[src/rtl/pb_conditioner.sv]
// ---------------------------------------------------------------------------
// pb_conditioner
//   Front-end conditioner for raw pushbuttons. Each channel is synchronised to
//   Clk through two flops, debounced with a stable-time counter, and produces
//   a debounced level plus single-cycle press and release pulses.
//
// Parameters:
//   NUM_BTN         number of independent button channels
//   DEBOUNCE_CYCLES consecutive cycles the synchronised input must disagree
//                   with the debounced level before the level flips (>= 2)
//   CNT_W           counter width, 2**CNT_W > DEBOUNCE_CYCLES-1
//
// Ports:
//   Clk        in   system clock, rising edge
//   reset      in   synchronous active-high reset
//   pb_raw     in   asynchronous raw buttons, 1 = pressed
//   pb_level   out  debounced, registered level
//   pb_pulse   out  one-cycle pulse on each debounced 0->1 transition
//   pb_release out  one-cycle pulse on each debounced 1->0 transition
// ---------------------------------------------------------------------------
module pb_conditioner #(
  parameter int NUM_BTN         = 3,
  parameter int DEBOUNCE_CYCLES = 1000000,
  parameter int CNT_W           = 20
) (
  input  logic               Clk,
  input  logic               reset,
  input  logic [NUM_BTN-1:0] pb_raw,
  output logic [NUM_BTN-1:0] pb_level,
  output logic [NUM_BTN-1:0] pb_pulse,
  output logic [NUM_BTN-1:0] pb_release
);

  localparam logic [CNT_W-1:0] CNT_MAX = CNT_W'(DEBOUNCE_CYCLES - 1);
  localparam logic [CNT_W-1:0] CNT_ONE = CNT_W'(1);

  logic [NUM_BTN-1:0] sync1_q;
  logic [NUM_BTN-1:0] sync2_q;
  logic [NUM_BTN-1:0] level_q;
  logic [NUM_BTN-1:0] level_d;
  logic [NUM_BTN-1:0] pulse_q;
  logic [NUM_BTN-1:0] pulse_d;
  logic [NUM_BTN-1:0] release_q;
  logic [NUM_BTN-1:0] release_d;
  logic [CNT_W-1:0]   cnt_q [NUM_BTN];
  logic [CNT_W-1:0]   cnt_d [NUM_BTN];

  // Debounce next-state: count disagreement cycles, flip the level once the
  // disagreement has lasted DEBOUNCE_CYCLES consecutive cycles.
  always_comb begin
    level_d   = level_q;
    pulse_d   = '0;
    release_d = '0;
    for (int i = 0; i < NUM_BTN; i++) begin
      cnt_d[i] = '0;
      if (sync2_q[i] == level_q[i]) begin
        // Any cycle of agreement restarts the stable-time count.
        cnt_d[i] = '0;
      end else if (cnt_q[i] == CNT_MAX) begin
        level_d[i]   = sync2_q[i];
        cnt_d[i]     = '0;
        // Edge pulses are registered alongside the level, so they appear in
        // exactly the cycle the new level is first visible.
        pulse_d[i]   = sync2_q[i];
        release_d[i] = ~sync2_q[i];
      end else begin
        cnt_d[i] = cnt_q[i] + CNT_ONE;
      end
    end
  end

  // State registers: synchroniser chain, debounced level, counters, pulses.
  always_ff @(posedge Clk) begin
    if (reset) begin
      sync1_q   <= '0;
      sync2_q   <= '0;
      level_q   <= '0;
      pulse_q   <= '0;
      release_q <= '0;
      for (int i = 0; i < NUM_BTN; i++) begin
        cnt_q[i] <= '0;
      end
    end else begin
      sync1_q   <= pb_raw;
      sync2_q   <= sync1_q;
      level_q   <= level_d;
      pulse_q   <= pulse_d;
      release_q <= release_d;
      for (int i = 0; i < NUM_BTN; i++) begin
        cnt_q[i] <= cnt_d[i];
      end
    end
  end

  assign pb_level   = level_q;
  assign pb_pulse   = pulse_q;
  assign pb_release = release_q;

endmodule

[config.mk]
export PLATFORM = sky130hd
export DESIGN_NAME = pb_conditioner
export DESIGN_NICKNAME = d
export VERILOG_FILES = /design/src/rtl/pb_conditioner.sv
export SDC_FILE = /design/constraint.sdc
export NUM_CORES = 1
export LEC_CHECK = 0
export CAP_MARGIN = 5
export CORE_UTILIZATION = 50
export CTS_BUF_LIST = sky130_fd_sc_hd__clkbuf_4 sky130_fd_sc_hd__clkbuf_8 sky130_fd_sc_hd__clkbuf_16
export DETAILED_ROUTE_END_ITERATION = 8
export PLACE_DENSITY = 0.72
export SYNTH_ARGS = -nofsm -noshare
export SYNTH_HDL_FRONTEND = slang
export SYNTH_SLANG_ARGS = --single-unit
[constraint.sdc]
create_clock -name Clk -period 2.8 [get_ports Clk]
set_input_delay 0.28 -clock Clk [delete_from_list [all_inputs] [get_ports Clk]]
set_output_delay 0.28 -clock Clk [all_outputs]
set_load 0.02 [all_outputs]
== Word level (Yosys, flattened, before mapping) ==
Memories as Yosys holds them, arrays and structs flattened.
Cells that the tools add are included.
Word-level totals
  bits in writable memories: 60
  input bits: 5
  word-level logic and storage cells: 51
  memories kept: 1
  output and inout bits: 9
  register bits: 15
Operators by class
  eq/ne operators: 6
  reduce and logical (&&, ||, !) cells: 6
  bitwise operators: 12
  muxes and demuxes: 12
  add/sub/neg operators: 3
Memories
  cnt_q: words 3, bits a word 20, read ports 3, clocked after memory_dff 0, wr ports 3, RTL line 45  | logic [CNT_W-1:0] cnt_q [NUM_BTN];
Operator list (number)
  2-to-1 mux 20 bit: 9
  adder 20 x 1 -> 20 bit, second input constant: 3
  equality test 20 bit, second input constant: 3
  inverter 1 bit: 9
  OR reduction 3 bit: 3
  AND reduction 2 bit: 3
  equality test 1 bit: 3
  2-to-1 mux 1 bit: 3
  OR 1 bit: 3

== Longest topological paths before layout ==
  word-level depth: 4
  mapped depth: 6

== Worst setup path after synthesis ==
Ideal clock, no wire load.
  kind: reg-to-reg
  from: mem cnt_q[0][12]
  to: mem cnt_q[0][11]
  path buffers: 1
  slack: 0.824 ns
  required time: 2.685 ns
  library setup time: 0.115 ns
  clock period less this slack: 1.976 ns
  arrival: 1.861 ns
  stages on the path, launching flop included: 6
  cell sequence: dfxtp_1 -> or4b_1 -> or4_4 -> o21ai_4 -> buf_8 -> nor2_2
RTL lines (RTL line)
  start, declared: 45

==> flow_metrics.py <==
metrics = {
    "run_status": {
        "status": "finished, final reports clean",
    },
    "setup_path": {
        "worstSetupStartpointType": "flip-flop",
        "critical_path_arrival_ps": 2430,
        "worstSetupPathType": "flip-flop to flip-flop",
        "worstPathMaxFanout": 18,
        "critical_path_required_ps": 3010,
        "cp-end-kind": "flip-flop",
    },
    "timing": {
        "slew_violations": 0,
        "setup_ws_ps": 587.5,
        "timing.final.hold_violations": 0,
        "fin_worst_skew_ps": 10.17,
        "worstMarginPinSlew_ps": 776.5,
        "slew_headroom_pct": 47.89,
        "period_share_pct": 79.02,
        "max_freq_mhz": 452.0,
        "period_minus_slack_ps": 2213,
        "setup_viol_count_final": 0,
        "rsz0062_at_grt": "false",
        "timing.setup.tns_ps": 0,
    },
    "synthesis": {
        "synth_flop_cell": "dfxtp_1",
        "synth.area.top_cells": "dfxtp_1, xnor2_1, nor2_1, xor2_1, nand3_1",
        "synthCells": 360,
        "netlist_area_sq_um": 3226,
        "yosys_warnings": 0,
        "synth_edf_count": 0,
        "syn-num-nets": 368,
        "ys_seq_area_share_pct": 46.55,
        "ys_types": 36,
        "synth-seq-cells": 75,
        "syn_area_per_cell_sq_um": 8.960,
        "synth_top_area_share_pct": 46.55,
        "synth_top_area_cell": "dfxtp_1",
        "async_flop_share_pct": 0,
    },
    "power_and_ir_drop": {
        "power_mw": 2.110,
        "p_per_area_nw_per_um2": 572.6,
        "peakVddDrop_mv": 0.4141,
        "power.leakage_nw": 1.096,
    },
    "cells_and_area": {
        "multi_input_area_sq_um": 1649,
        "antenna_cells": 0,
        "final_cell_area_sq_um": 3685,
        "drive_gt1_share_pct": 9.115,
        "syn_to_final_growth_pct": 14.24,
        "nFillCells": 541,
        "fin_cells": 459,
        "fin_nets": 387,
        "area.sequential_sq_um": 1501,
    },
    "clocking": {
        "clock_path_buffers": 2,
        "ctsHtreeMaxLevel": 3,
        "cts_hold_buf": 0,
        "clkTransAtPathRegs_ps": 80,
        "cts_buffers": 9,
        "clk_latency_ps": 350,
        "cts_tree": "done",
        "root_buffer": "clkbuf_8",
        "post_cts_resized": 0,
        "clkSinkCount": 75,
        "cts_setup_buffers": 0,
    },
    "place": {
        "hpwl_um": 4289,
        "io_buffers": 13,
        "dp.cells": 443,
        "gp_congestion": 0.8351,
        "placed_cell_area_sq_um": 3435,
        "place_ws_ps": 559.9,
    },
    "routing": {
        "drc_errors": 0,
        "drt.antenna.violating_nets": 0,
        "wl_um": 6046,
        "vias_per_cell": 5.612,
        "wire_per_inst_um": 13.17,
        "firstDrtPassIters": 4,
        "drt_iter0_markers": 68,
        "vias": 2576,
    },
    "global_routing": {
        "grt_use_total_pct": 20.04,
        "grt_busiest_layer": "met2",
        "met2_usage_pct": 31.49,
        "grt_max_degree": 19,
        "met1_usage_pct": 25.72,
        "grt_overflow_total": 0,
        "antenna_found_initial": 0,
        "grt_pass1_wl_um": 10240,
        "grt_pass1_vias": 2320,
        "met3_usage_pct": 7.253,
    },
    "floorplan": {
        "core-area_sq_um": 6061,
        "ioPinCount": 14,
        "die_w_um": 82.32,
        "dieHeight_um": 82.32,
        "rows": 28,
        "dieArea_sq_um": 6777,
        "start_util_pct": 53.22,
    },
    "worst_hold_path": {
        "hp-class": "flip-flop to flip-flop",
    },
    "job": {
        "drv_cap": 0,
    },
}
==> cells in the mapped netlist (8+ instances only) <==
master / n
a21oi_1: 19
and3_1: 11
clkbuf_1: 8
dfxtp_1: 75
inv_1: 8
nand2_1: 13
nand3_1: 24
nand4_1: 18
nor2_1: 38
nor2_2: 10
nor3_1: 13
nor4_1: 10
o21ai_0: 13
or3_1: 11
xnor2_1: 25
xor2_1: 16
==> layout make-up <==
type | count | area share [%]
clock buffers | 10 | 3.735
clock inverters | 6 | 3.056
inverters | 8 | 0.8149
multi-input cells | 268 | 44.75
flip-flops and latches | 75 | 40.75
well taps | 75 | 2.547
repair buffers | 17 | 4.346
==> per-stage QoR <==
step	hold WS, ps	utilization [%]
3_5_place_dp	425.4	56.67
5_1_grt	458.7	60.80
2_1_floorplan	408.2	-
3_3_place_gp	418.3	56.67
6_report	441.0	60.80
4_1_cts	445.9	60.80
==> routing by layer <==
layer,share of wire (%),vias to the layer above
met2,46,37
met4,1.1,0
met5,0,-
met3,4.0,4
li1,-,1317
met1,49,1218
==> worst max-delay path, cell delays in order, from the launching register on <==
cell,delay (ps)
dfxtp_1,370
or4b_1,540
or4_4,570
o21ai_4,500
nor2_1,110
==> where the power goes <==
group | leakage [nW] | internal [mW] | switching (mW) | total (mW)
clock network | 0.126 | 0.617 | 0.391 | 1.01
registers | 0.605 | 1.07 | 0.00331 | 1.07
logic | 0.364 | 0.0121 | 0.0155 | 0.0276
==> layout by cell type, fill, tap and decap left out, types with 2 or more instances in the layout <==
master,count
bufinv_16,3
buf_4,4
nand3_1,24
nor2b_1,6
o21ai_1,2
and3_1,11
dfxtp_1,75
nor4b_1,2
nand2_1,13
and2_1,4
xnor2_1,25
xor2_1,16
nor3b_1,2
clkdlybuf4s50_1,13
nor2_1,38
nor2_2,10
clkbuf_8,10
a21oi_1,19
or4_1,5
o21ai_0,13
and4_1,4
nor3_1,13
inv_1,8
or4b_1,2
nand2b_1,4
nor4_1,10
clkinv_4,2
or3_1,11
o31ai_1,3
ha_1,3
nor4bb_1,2
nand4b_1,2
nand4_1,18
==> path summary, 6_finish.rpt <==
check | startpoint | endpoint | slack [ps] | cells past startpoint
worst min register to register | cnt_q[0][40] | cnt_q[0][40] | 440 | 1
worst max register to register | cnt_q[0][12] | cnt_q[0][6] | 590 | 4
worst max-delay path | cnt_q[0][12] | cnt_q[0][6] | 590 | 4
worst min-delay path | cnt_q[0][40] | cnt_q[0][40] | 440 | 1
==> state kept, by name, summed over array words and instances (netlist names) <==
name,cells
sync2_q,3
pb_pulse,3
pb_level,3
pb_release,3
cnt_q,60
sync1_q,3
==> logic make-up (layout without fill, tap and decap cells) <==
family,count (synthesis),after routing,synth area share [%]
adders and majority gates,3,3,1.164
and+or+nand+nor,185,185,32.08
xor gates and xnor gates,41,41,11.13
buffers and inverters,17,41,2.327
AOI/OAI and AO/OA,39,39,6.749
DFF,75,75,46.55
(Power assumes the default switching activity.)
